--- src/rtl/spi_stream_arb.sv ---
// spi_stream_arb: two-channel descriptor arbiter for a shared SPI stream engine.
// Define SPI_STREAM_ARB_PREEMPT_EN to let ch0 preempt a running ch1 transfer
// (ch1 progress is saved as a single context and resumed later).
module spi_stream_arb #(
  parameter int W_ADDR  = 22,
  parameter int W_COUNT = 16
) (
  input  logic               clk,
  input  logic               rst_n,
  input  logic [1:0]         req_valid,
  input  logic [W_ADDR-1:0]  req_addr0,
  input  logic [W_ADDR-1:0]  req_addr1,
  input  logic [W_COUNT-1:0] req_count0,
  input  logic [W_COUNT-1:0] req_count1,
  output logic [1:0]         req_ready,
  output logic [1:0]         done,
  output logic               owner,
  output logic               owner_valid,
  output logic [W_ADDR-1:0]  eng_addr_o,
  output logic [W_COUNT-1:0] eng_count_o,
  output logic               eng_wen,
  input  logic [W_ADDR-1:0]  eng_addr_i,
  input  logic [W_COUNT-1:0] eng_count_i,
  output logic               eng_start,
  output logic               eng_pause_req,
  input  logic               eng_busy,
  input  logic               eng_pause_ack,
  input  logic               eng_finished,
  input  logic [1:0]         eng_flevel
);
`ifdef SPI_STREAM_ARB_PREEMPT_EN
  typedef enum logic [2:0] {IDLE, LOAD, START, RUN, PAUSE, DRAIN, SWAP} state_e;
  logic               ctx_valid_q, ctx_valid_d;
  logic [W_ADDR-1:0]  ctx_addr_q, ctx_addr_d;
  logic [W_COUNT-1:0] ctx_count_q, ctx_count_d;
  logic               resume_q, resume_d;
  logic               ld_ctx_q, ld_ctx_d;
`else
  typedef enum logic [1:0] {IDLE, LOAD, START, RUN} state_e;
  logic unused_ok;
  assign unused_ok = ^{eng_addr_i, eng_count_i, eng_flevel};
`endif
  state_e state_q, state_d;
  logic   ld_ch_q, ld_ch_d;
  logic   owner_q, owner_d;
  logic   owner_valid_q, owner_valid_d;
  logic   wen_ok;
  assign wen_ok      = !(eng_busy && !eng_pause_ack);
  assign owner       = owner_q;
  assign owner_valid = owner_valid_q;
  // Control state, selected load source and channel ownership
  always_ff @(posedge clk or negedge rst_n) begin
    if (!rst_n) begin
      state_q       <= IDLE;
      ld_ch_q       <= 1'b0;
      owner_q       <= 1'b0;
      owner_valid_q <= 1'b0;
    end else begin
      state_q       <= state_d;
      ld_ch_q       <= ld_ch_d;
      owner_q       <= owner_d;
      owner_valid_q <= owner_valid_d;
    end
  end
`ifdef SPI_STREAM_ARB_PREEMPT_EN
  // Saved ch1 context and whether the engine was left paused mid-transfer
  always_ff @(posedge clk or negedge rst_n) begin
    if (!rst_n) begin
      ctx_valid_q <= 1'b0;
      ctx_addr_q  <= '0;
      ctx_count_q <= '0;
      resume_q    <= 1'b0;
      ld_ctx_q    <= 1'b0;
    end else begin
      ctx_valid_q <= ctx_valid_d;
      ctx_addr_q  <= ctx_addr_d;
      ctx_count_q <= ctx_count_d;
      resume_q    <= resume_d;
      ld_ctx_q    <= ld_ctx_d;
    end
  end
`endif
  // Next-state and output decode; engine writes are held off while it runs unpaused
  always_comb begin
    state_d       = state_q;
    ld_ch_d       = ld_ch_q;
    owner_d       = owner_q;
    owner_valid_d = owner_valid_q;
    req_ready     = 2'b00;
    done          = 2'b00;
    eng_wen       = 1'b0;
    eng_start     = 1'b0;
    eng_pause_req = 1'b0;
    eng_addr_o    = '0;
    eng_count_o   = '0;
`ifdef SPI_STREAM_ARB_PREEMPT_EN
    ctx_valid_d   = ctx_valid_q;
    ctx_addr_d    = ctx_addr_q;
    ctx_count_d   = ctx_count_q;
    resume_d      = resume_q;
    ld_ctx_d      = ld_ctx_q;
`endif
    case (state_q)
      IDLE: begin
        if (req_valid[0]) begin
          state_d = LOAD;
          ld_ch_d = 1'b0;
`ifdef SPI_STREAM_ARB_PREEMPT_EN
          ld_ctx_d = 1'b0;
        end else if (ctx_valid_q) begin
          state_d  = LOAD;
          ld_ch_d  = 1'b1;
          ld_ctx_d = 1'b1;
`endif
        end else if (req_valid[1]) begin
          state_d = LOAD;
          ld_ch_d = 1'b1;
`ifdef SPI_STREAM_ARB_PREEMPT_EN
          ld_ctx_d = 1'b0;
`endif
        end
      end
      LOAD: begin
        if (wen_ok) begin
          eng_wen            = 1'b1;
          eng_addr_o         = ld_ch_q ? req_addr1 : req_addr0;
          eng_count_o        = ld_ch_q ? req_count1 : req_count0;
          req_ready[ld_ch_q] = 1'b1;
`ifdef SPI_STREAM_ARB_PREEMPT_EN
          if (ld_ctx_q) begin
            eng_addr_o  = ctx_addr_q;
            eng_count_o = ctx_count_q;
            req_ready   = 2'b00;
            ctx_valid_d = 1'b0;
          end
`endif
          owner_d       = ld_ch_q;
          owner_valid_d = 1'b1;
          state_d       = START;
        end
      end
      START: begin
        eng_start = 1'b1;
        state_d   = eng_busy ? RUN : START;
      end
      RUN: begin
        if (eng_finished) begin
          done[owner_q] = 1'b1;
          owner_d       = 1'b0;
          owner_valid_d = 1'b0;
          state_d       = IDLE;
`ifdef SPI_STREAM_ARB_PREEMPT_EN
        end else if (req_valid[0] && owner_q) begin
          state_d = PAUSE;
`endif
        end
      end
`ifdef SPI_STREAM_ARB_PREEMPT_EN
      PAUSE: begin
        eng_pause_req = 1'b1;
        if (eng_finished) begin
          done[1]  = 1'b1;
          resume_d = 1'b0;
          state_d  = DRAIN;
        end else if (eng_pause_ack) begin
          resume_d = eng_busy;
          if (eng_busy) begin
            ctx_valid_d = 1'b1;
            ctx_addr_d  = eng_addr_i;
            ctx_count_d = eng_count_i;
          end
          state_d = DRAIN;
        end
      end
      DRAIN: begin
        eng_pause_req = 1'b1;
        state_d       = (eng_flevel == 2'd0) ? SWAP : DRAIN;
      end
      SWAP: begin
        if (wen_ok) begin
          eng_wen      = 1'b1;
          eng_addr_o   = req_addr0;
          eng_count_o  = req_count0;
          req_ready[0] = 1'b1;
          owner_d      = 1'b0;
          state_d      = resume_q ? RUN : START;
        end else begin
          eng_pause_req = 1'b1;
        end
      end
`endif
      default: state_d = IDLE;
    endcase
  end
endmodule

--- config.mk ---
export PLATFORM = sky130hd
export DESIGN_NAME = spi_stream_arb
export DESIGN_NICKNAME = d
export VERILOG_FILES = /design/src/rtl/spi_stream_arb.sv
export SDC_FILE = /design/constraint.sdc
export NUM_CORES = 1
export LEC_CHECK = 0
export ABC_AREA = 1
export CAP_MARGIN = 5
export CORE_AREA = 3 3 68 70
export CTS_BUF_LIST = sky130_fd_sc_hd__clkbuf_8
export CTS_CLUSTER_DIAMETER = 100
export CTS_CLUSTER_SIZE = 24
export DETAILED_ROUTE_END_ITERATION = 10
export DIE_AREA = 0 0 71 73
export HOLD_SLACK_MARGIN = 0.08
export PLACE_DENSITY_LB_ADDON = 0.2
export SLEW_MARGIN = 15
export SYNTH_ARGS = -nofsm -noshare
export SYNTH_HDL_FRONTEND = slang
export SYNTH_SLANG_ARGS = --single-unit
--- constraint.sdc ---
create_clock -name clk -period 4.75 [get_ports clk]
set_clock_uncertainty 0.15 [all_clocks]
set_input_delay 0.95 -clock clk [delete_from_list [all_inputs] [get_ports clk]]
set_output_delay 0.95 -clock clk [all_outputs]
set_load 0.005 [all_outputs]
-- Word-level counts from Yosys, hierarchy flattened
Index checks and enable logic that the tools add are counted.
- magnitude comparators: 4
- equality and inequality tests: 6
- mux-type cells: 30
- reduce and logical (&&, ||, !) cells: 10
- operators with widths (cell ; count):
    $mux W22 ; 3
    $mux W16 ; 3
    $mux W2 ; 8
    $mux W1 ; 11
    $pmux W2 S4 ; 1
    $reduce_and A3 Y1 ; 2
    $eq A2 B2 Y1 const B ; 2
    $lt A1 B2 Y1 const B ; 2
    $ne A2 B2 Y1 const B ; 2
    $pmux W1 S2 ; 2
    $reduce_bool A2 Y1 ; 2
    $logic_and A1 B1 Y1 ; 3
    $ne A3 B3 Y1 const B ; 1
    $demux W1 S1 ; 2
    $eq A2 B1 Y1 const B ; 1
    $ge A1 B1 Y1 const B ; 2
    $logic_not A2 Y1 ; 1
    $reduce_and A2 Y1 ; 1
    $logic_not A1 Y1 ; 1
- register bits after elaboration: 5
- bits of input ports: 123
- output and inout bits: 47
- word-level logic and storage cells: 54

-- Longest topological paths before layout
Gate-level depths: netlist of the first run.
- depth after elaboration: 6
- depth in mapped cells: 8
- gate-level depth less buffers: 7

-- Least setup slack after synthesis of the first run
No wires, ideal clock.
- kind: input port to output port
- from: in eng_pause_ack
- to: out eng_addr_o[18]
- data arrival time: 1.581 ns
- setup slack: 2.069 ns
- stages on the path: 8
- path buffers: 2
- cells stage by stage: inv_1 > nand2_1 > nand2_2 > nor2_4 > buf_6 > buf_6 > nand2_1 > nand2_1
- cells in the longest elaborated chain, start to end: 4
- ends and longest elaborated chain (what ; line ; RTL):
    start: declaration ; 27 ; input logic eng_pause_ack,
    $logic_not A1 Y1 ; 48 ; assign wen_ok = !(eng_busy && !eng_pause_ack);
    $logic_and A1 B1 Y1 ; 48 ;
    $mux W22 ; 124 ; if (wen_ok) begin
    $mux W22 ; 103 ; case (state_q)
    end: declaration ; 19 ; output logic [W_ADDR-1:0] eng_addr_o,
No other way between the ends.

-- Final worst setup path of the first run
- from: in eng_pause_ack
- to: out eng_addr_o[4]
Same word-level chain as after synthesis.

==> results of run 1 <==
placed cells by master, fill, tap and decap left out:
master,synthesis,final
nand4_1,3,3
nor2_1,2,2
clkbuf_8,0,3
inv_2,1,1
nand3_1,4,4
conb_1,1,1
ha_1,5,5
inv_1,12,13
nor2_4,2,2
nand2_2,1,1
o21ai_0,2,2
buf_4,1,2
dfrtp_1,5,5
nand2_1,129,129
clkdlybuf4s50_1,0,128
nor3_1,1,1
power groups by stage:
stage | logic [W] | clock network (W) | registers, W
after floorplan | 0.000254 | 0 | 0.0000837
after global placement | 0.000556 | 0 | 0.0000866
after detailed placement | 0.000560 | 0 | 0.0000863
after CTS | 0.000562 | 0.0000774 | 0.0000861
after global routing | 0.000617 | 0.0000806 | 0.0000888
final | 0.000554 | 0.0000745 | 0.0000854
state kept, by name, indices dropped and copies added (netlist names):
register	cells
ld_ch_q	1
owner	1
owner_valid	1
state_q	2
per-stage QoR:
step / power, W / cell area, um^2 / std cells / setup WS, ps
after detailed placement: 0.000646 / 2170 / 348 / 881
final: 0.000714 / 2220 / 352 / 906
after floorplan: 0.000338 / 887 / 177 / 2070
after global placement: 0.000643 / 2170 / 348 / 883
after CTS: 0.000726 / 2220 / 352 / 881
after global routing: 0.000787 / 2220 / 352 / 746
synthesized netlist by cell type, drive strengths merged:
library cell	instances	area share
buf	9	0.082
inv	13	0.055
ha	5	0.071
conb	1	0.0042
nor2	4	0.034
nor3	1	0.0056
nand2	130	0.55
nand4	3	0.021
o21ai	2	0.011
nand3	4	0.023
dfrtp	5	0.14
cell type report:
| cell class | count | area share |
|---|---|---|
| inverters | 13 | 0.0220 |
| multi-input cells | 150 | 0.289 |
| clock buffers | 3 | 0.0186 |
| well taps | 50 | 0.0282 |
| clock inverters | 1 | 0.00169 |
| flip-flops and latches | 5 | 0.0564 |
| repair buffers | 130 | 0.584 |
layer usage:
layer	track usage	part of all wire	up-vias
met2	0.273	0.50	66
met4	0.0251	0.0040	0
met3	0.0275	0.079	4
met5	0	0	-
met1	0.194	0.42	597
li1	-	-	775
worst max path at each step:
| stage | endpoint | depth (start not counted) |
|---|---|---|
| 6_report | eng_addr_o[4] | 9 |
| 3_5_place_dp | eng_addr_o[4] | 9 |
| 4_1_cts | eng_addr_o[4] | 9 |
| 5_1_grt | eng_addr_o[13] | 9 |
| 3_3_place_gp | eng_addr_o[1] | 9 |
| 2_1_floorplan | eng_addr_o[18] | 8 |
worst max-delay path, delay by kind of cell:
family / cells / cell delay, ps
and+or+nand+nor: 5 / 420
buffers and inverters: 4 / 1360
cell families (layout without fill, tap and decap cells):
| family | count (synthesis) | count (layout) |
|---|---|---|
| and+or+nand+nor | 142 | 142 |
| buffers and inverters | 22 | 147 |
| DFF | 5 | 5 |
| other | 1 | 1 |
| AOI/OAI and AO/OA | 2 | 2 |
| adders and majority gates | 5 | 5 |
==> results by group, run 1 <==
Clock tree
  – Htree depth: 1
  – CTS tree: yes
  – Clock slew at reported path FFs: 30 ps
  – Post-cts resize count: 0
  – # Post-CTS Setup Buffers: 0
  – Clock buffer count from CTS: 3
  – Hold buffer count at cts: 0
  – Clk_lat worst skew: roughly 220 ps
  – CTS Buffer Depth: 2
  – Clk Tree Root Cell: clkbuf_8
  – Clk sinks: 5

Final layout
  – Fraction of layout cells with a size suffix above 1: 0.0298
  – Area delta synth->final: 150%
  – Fillers: around 400
  – Number of diodes: 0
  – Sequential Area: ~130 um^2
  – Post-layout util: 0.551
  – Final Net Count: 431
  – Area of the multi-input gates: approximately 640 um^2

Floorplanning
  – Die height: roughly 73 um
  – # IOs: 170
  – Number of core rows: 23
  – Horiz. Die Dim: around 71 um
  – Core Area: around 4000 um^2
  – Die Area: just over 5000 um^2
  – Initial Util: 0.220

Placement
  – Post-DP HPWL: approximately 3500 um
  – Routability Congestion: 0.691
  – IO Port Bufs: roughly 130

Worst setup path
  – Critical path origin: eng_pause_ack
  – Worst Path Arrival: ~2700 ps
  – FF-to-FF path depth: 6
  – Critical Path RT: around 3700 ps
  – Crit-path cells: clkdlybuf4s50_1 -> inv_1 -> nand2_1 -> nand2_2 -> nor2_4 -> buf_4 -> nand2_1 -> nand2_1 -> clkdlybuf4s50_1
  – Crit path kind: in2out
  – R2R Path Start: state_q[1]
  – R2r setup slk: around 3300 ps
  – Setup crit end kind: output port
  – Worst R2R End: state_q[0]
  – Critical Path Start Type: input port
  – Most common cell on crit path: nand2_1
  – Critical-path maximum fanout: 39
  – Slowest Stage Delay on Critical Path: 510 ps
  – CP max stage cell: clkdlybuf4s50_1

Logic synthesis
  – Fraction of synthesized area in multiplexers: 0
  – Synth Area in Simple Gates: 0.636
  – Complex-gate fraction of the synthesized area: 0.0113
  – Synth Area in XOR/XNOR: 0
  – Synth Register Bits: 5
  – Post-Syn Instances: 177
  – Number of unique standard cell types used by synthesis: 16
  – Largest family of logic cells by synthesized area: simple AND/OR/NAND/NOR gates
  – Sequential element share of the synthesized area: 0.141
  – Synth Net Count: between 300 and 400
  – Synthesized area per cell: around 5 um^2
  – Area of the mapped netlist: a little under 900 um^2
  – Post-Synth Adder-Cell Area: 0.0705
  – Yosys synthesis warning count: 0

Run
  – Maxcap violations: 0

Pwr
  – Clk pwr share: 0.104
  – Sw Ratio: 0.387
  – Max VDD drop: between 300 and 400 uV
  – Int Pwr: about 0.00044 W
  – PwrDens: 322 nW/um^2
  – Comb pwr share: 0.776
  – Net Sw Power: 0.000276 W
  – Sequential share of power: 0.120
  – Leakage: 1.07 nW

Global route
  – First-pass GRT wire length: 6490 um
  – Pin count of the biggest net entering global routing: 40
  – Initial antenna violation count: 0
  – GRT Total Usage: 0.153
  – Total global routing overflow: 0
  – Vias in the first global route: 1270

STA
  – Final hold vios: 0
  – Hold_ws: 316 ps
  – Final period utilization: 0.809
  – Total Neg Setup Slack: 0 ps
  – Fmax achieved: approximately 260 MHz
  – Final Max Slew Viols: 0
  – RSZ-0062 raised after global routing: no
  – Setup violators final: 0
  – Period minus WS final: 3840 ps

Drt
  – Avg WL per Cell: 12.1 um
  – Via count: 1442
  – Vias/cell: 4.10
  – DRT antenna net count: 0
  – DRC: 0
  – DR iter-0 viols: 66
  – Routed WL: 4250 um
  – Detailed Routing Iterations Pass 1: 4

Min path
  – Hold path depth: 2
  – Worst min path class: reg2reg
  – Hold Startpoint: owner_valid
  – Hold EP: owner_valid

Status
  – Outcome: completed
(Power assumes the default switching activity.)
==> run 2: changes to the inputs <==
--- a/config.mk
+++ b/config.mk
@@ -7,12 +7,12 @@
 export LEC_CHECK = 0
 export ABC_AREA = 1
 export CAP_MARGIN = 5
-export CORE_AREA = 3 3 68 70
+export CORE_AREA = 3 3 71 73
 export CTS_BUF_LIST = sky130_fd_sc_hd__clkbuf_8
 export CTS_CLUSTER_DIAMETER = 100
 export CTS_CLUSTER_SIZE = 24
 export DETAILED_ROUTE_END_ITERATION = 10
-export DIE_AREA = 0 0 71 73
+export DIE_AREA = 0 0 74 76
 export HOLD_SLACK_MARGIN = 0.08
 export PLACE_DENSITY_LB_ADDON = 0.2
 export SLEW_MARGIN = 15
==> constraint.sdc (replaced) <==
create_clock -name clk -period 3.8 [get_ports clk]
set_clock_uncertainty 0.15 [all_clocks]
set_input_delay 0.76 -clock clk [delete_from_list [all_inputs] [get_ports clk]]
set_output_delay 0.76 -clock clk [all_outputs]
set_load 0.005 [all_outputs]
==> results by group, run 2 (synthesis results as in run 1) <==
Pwr
  – Max VDD drop: 321 uV (+4.6%)
  – Net Sw Power: 0.000345 W (+25%)
  – Sequential share of power: 0.117 (-0.003)
  – Comb pwr share: 0.781 (+0.005)
  – Sw Ratio: 0.381 (-0.00620)
  – PwrDens: 404 nW/um^2 (+25%)
  – Leakage: 1.07 nW (+0.56%)
  – Clk pwr share: 0.102 (-0.002)
  – Int Pwr: 0.000561 W (+28%)

Clock tree
  – Htree depth: 1 (unchanged)
  – Clock buffer count from CTS: 3 (unchanged)
  – Clk sinks: 5 (unchanged)
  – Hold buffer count at cts: 0 (unchanged)
  – Clock slew at reported path FFs: 30 ps (about the same)
  – CTS Buffer Depth: 2 (unchanged)
  – Clk Tree Root Cell: clkbuf_8
  – Clk_lat worst skew: 220 ps (about the same)
  – CTS tree: yes
  – # Post-CTS Setup Buffers: 0 (unchanged)
  – Post-cts resize count: 0 (unchanged)

Status
  – Outcome: completed

Final layout
  – Fraction of layout cells with a size suffix above 1: 0.0298 (unchanged)
  – Area delta synth->final: 153%
  – Max FFs per register: 2 (unchanged)
  – Largest Register: state_q
  – Number of diodes: 0 (unchanged)
  – Final Net Count: 431 (unchanged)
  – Most common cell after layout, fill and taps aside: nand2_1
  – Most frequent cells in the layout: nand2_1, clkdlybuf4s50_1, inv_1, ha_1, dfrtp_1

Global route
  – Vias in the first global route: 1291 (+1.7%)
  – Initial antenna violation count: 0 (unchanged)
  – Total global routing overflow: 0 (unchanged)
  – First-pass GRT wire length: 6400 um (-1.4%)
  – GRT Total Usage: 0.139 (-0.0132)
  – Pin count of the biggest net entering global routing: 40 (unchanged)

Worst setup path
  – Setup crit end kind: output port
  – Worst Path Arrival: 2410 ps (-330 ps)
  – Critical-path maximum fanout: 38 (-2.6%)
  – CP Buf/Inv Count: 4 (unchanged)
  – Crit path kind: in2out
  – Top delay family on crit path: buffers and inverters
  – FF-to-FF path depth: 6 (unchanged)
  – CP Depth: 9 (unchanged)
  – Most common cell on crit path: nand2_1
  – Critical Path RT: 2890 ps (-760 ps)
  – Critical Path Start Type: input port
  – Crit-path cells: clkdlybuf4s50_1 -> inv_1 -> nand2_1 -> nand2_2 -> nor2_4 -> buf_12 -> nand2_1 -> nand2_1 -> clkdlybuf4s50_1
  – CP max stage cell: clkdlybuf4s50_1
  – Slowest Stage Delay on Critical Path: 510 ps (about the same)

Drt
  – WL met2: 2000 um (-5.1%)
  – Avg WL per Cell: 11.9 um (-1.3%)
  – DRC: 0 (unchanged)
  – Routed WL: 4220 um (-0.73%)
  – Via count: 1437 (-0.35%)
  – Vias/cell: 4.06 (-0.91%)
  – Top sig layer: met4
  – Metal-1 WL: 1710 um (-3.9%)
  – DR iter-0 viols: 33 (-50%)
  – Detailed Routing Iterations Pass 1: 3 (-1)
  – WL met3: 483 um (+43%)
  – DRT antenna net count: 0 (unchanged)

STA
  – Final hold vios: 0 (unchanged)
  – Final Max Slew Viols: 0 (unchanged)
  – Fmax achieved: 301 MHz
  – RSZ-0062 raised after global routing: no
  – Final period utilization: 0.874
  – Hold_ws: 327 ps (+10.7 ps)
  – Total Neg Setup Slack: 0 ps (unchanged)
  – Setup violators final: 0 (unchanged)
  – Period minus WS final: between 3000 and 4000 ps

Floorplanning
  – # IOs: 170 (unchanged)
  – Number of core rows: 24 (+4.3%)
  – Die Area: 5620 um^2 (+8.5%)
  – Horiz. Die Dim: 74 um (+4.2%)
  – Core Area: 4410 um^2 (+9.6%)
  – Initial Util: 0.201 (-0.0192)
  – Die height: 76 um (+4.1%)

Min path
  – Hold path depth: 2 (unchanged)
  – Worst min path class: reg2reg

Run
  – Maxcap violations: 0 (unchanged)

Placement
  – Routability Congestion: 0.755 (+9.3%)
  – Post-DP HPWL: 3490 um (-0.12%)
  – IO Port Bufs: 128 (unchanged)
==> run 2: cell types whose count changed in the layout (fill, tap and decap cells not counted) <==
cell,change
buf_4,-2
buf_12,+2
==> run 2: worst register-to-register path: cells and delay by family (launching register included) <==
family,cells,cell delay [ps]
adders and majority gates,1,220
buffers and inverters,1,110
and+or+nand+nor,4,450
DFF,1,400
==> run 2: metrics by stage <==
step / instance area [um^2] / total power (W) / setup slack, ps / util / instances
after floorplan: 887 / 0.000422 / 1500 / - / 177
after global placement: 2200 / 0.000824 / 453 / 0.499 / 350
after detailed placement: 2200 / 0.000827 / 449 / 0.499 / 350
after CTS: 2250 / 0.000926 / 440 / 0.509 / 354
after global routing: 2250 / 0.00101 / 349 / 0.509 / 354
final: 2250 / 0.000906 / 477 / 0.509 / 354
==> run 2: cell type report <==
type | count | area, um^2
clock buffers | 3 | 41.3
repair buffers | 130 | 1320
well taps | 52 | 65.1
clock inverters | 1 | 3.75
fillers | 432 | 2170
multi-input cells | 150 | 641
inverters | 13 | 48.8
flip-flops and latches | 5 | 125
==> run 2: power groups by stage <==
stage | clock network [W] | registers, W | logic (W)
finish | 0.0000925 | 0.000106 | 0.000708
global route | 0.000101 | 0.000110 | 0.000796
CTS | 0.0000954 | 0.000107 | 0.000723
detailed placement | 0 | 0.000108 | 0.000720
global placement | 0 | 0.000107 | 0.000717
floorplan | 0 | 0.000105 | 0.000317
==> run 2: final timing paths <==
| path | slack, ps | from | endpoint |
|---|---|---|---|
| setup / recovery | 480 | eng_pause_ack | eng_addr_o[12] |
| hold / removal | 330 | owner_valid | owner_valid |
| setup reg to reg | 2410 | state_q[1] | state_q[0] |
| hold reg to reg | 330 | owner_valid | owner_valid |
| max in group asynchronous | 2690 | rst_n | owner |
| min in group asynchronous | 620 | rst_n | owner_valid |
==> run 2: routing by layer <==
layer  vias to the layer above  GRT usage
met5                         -          0
met1                       593      0.167
met3                         4     0.0330
met4                         0     0.0272
met2                        67      0.247
li1                        773          -
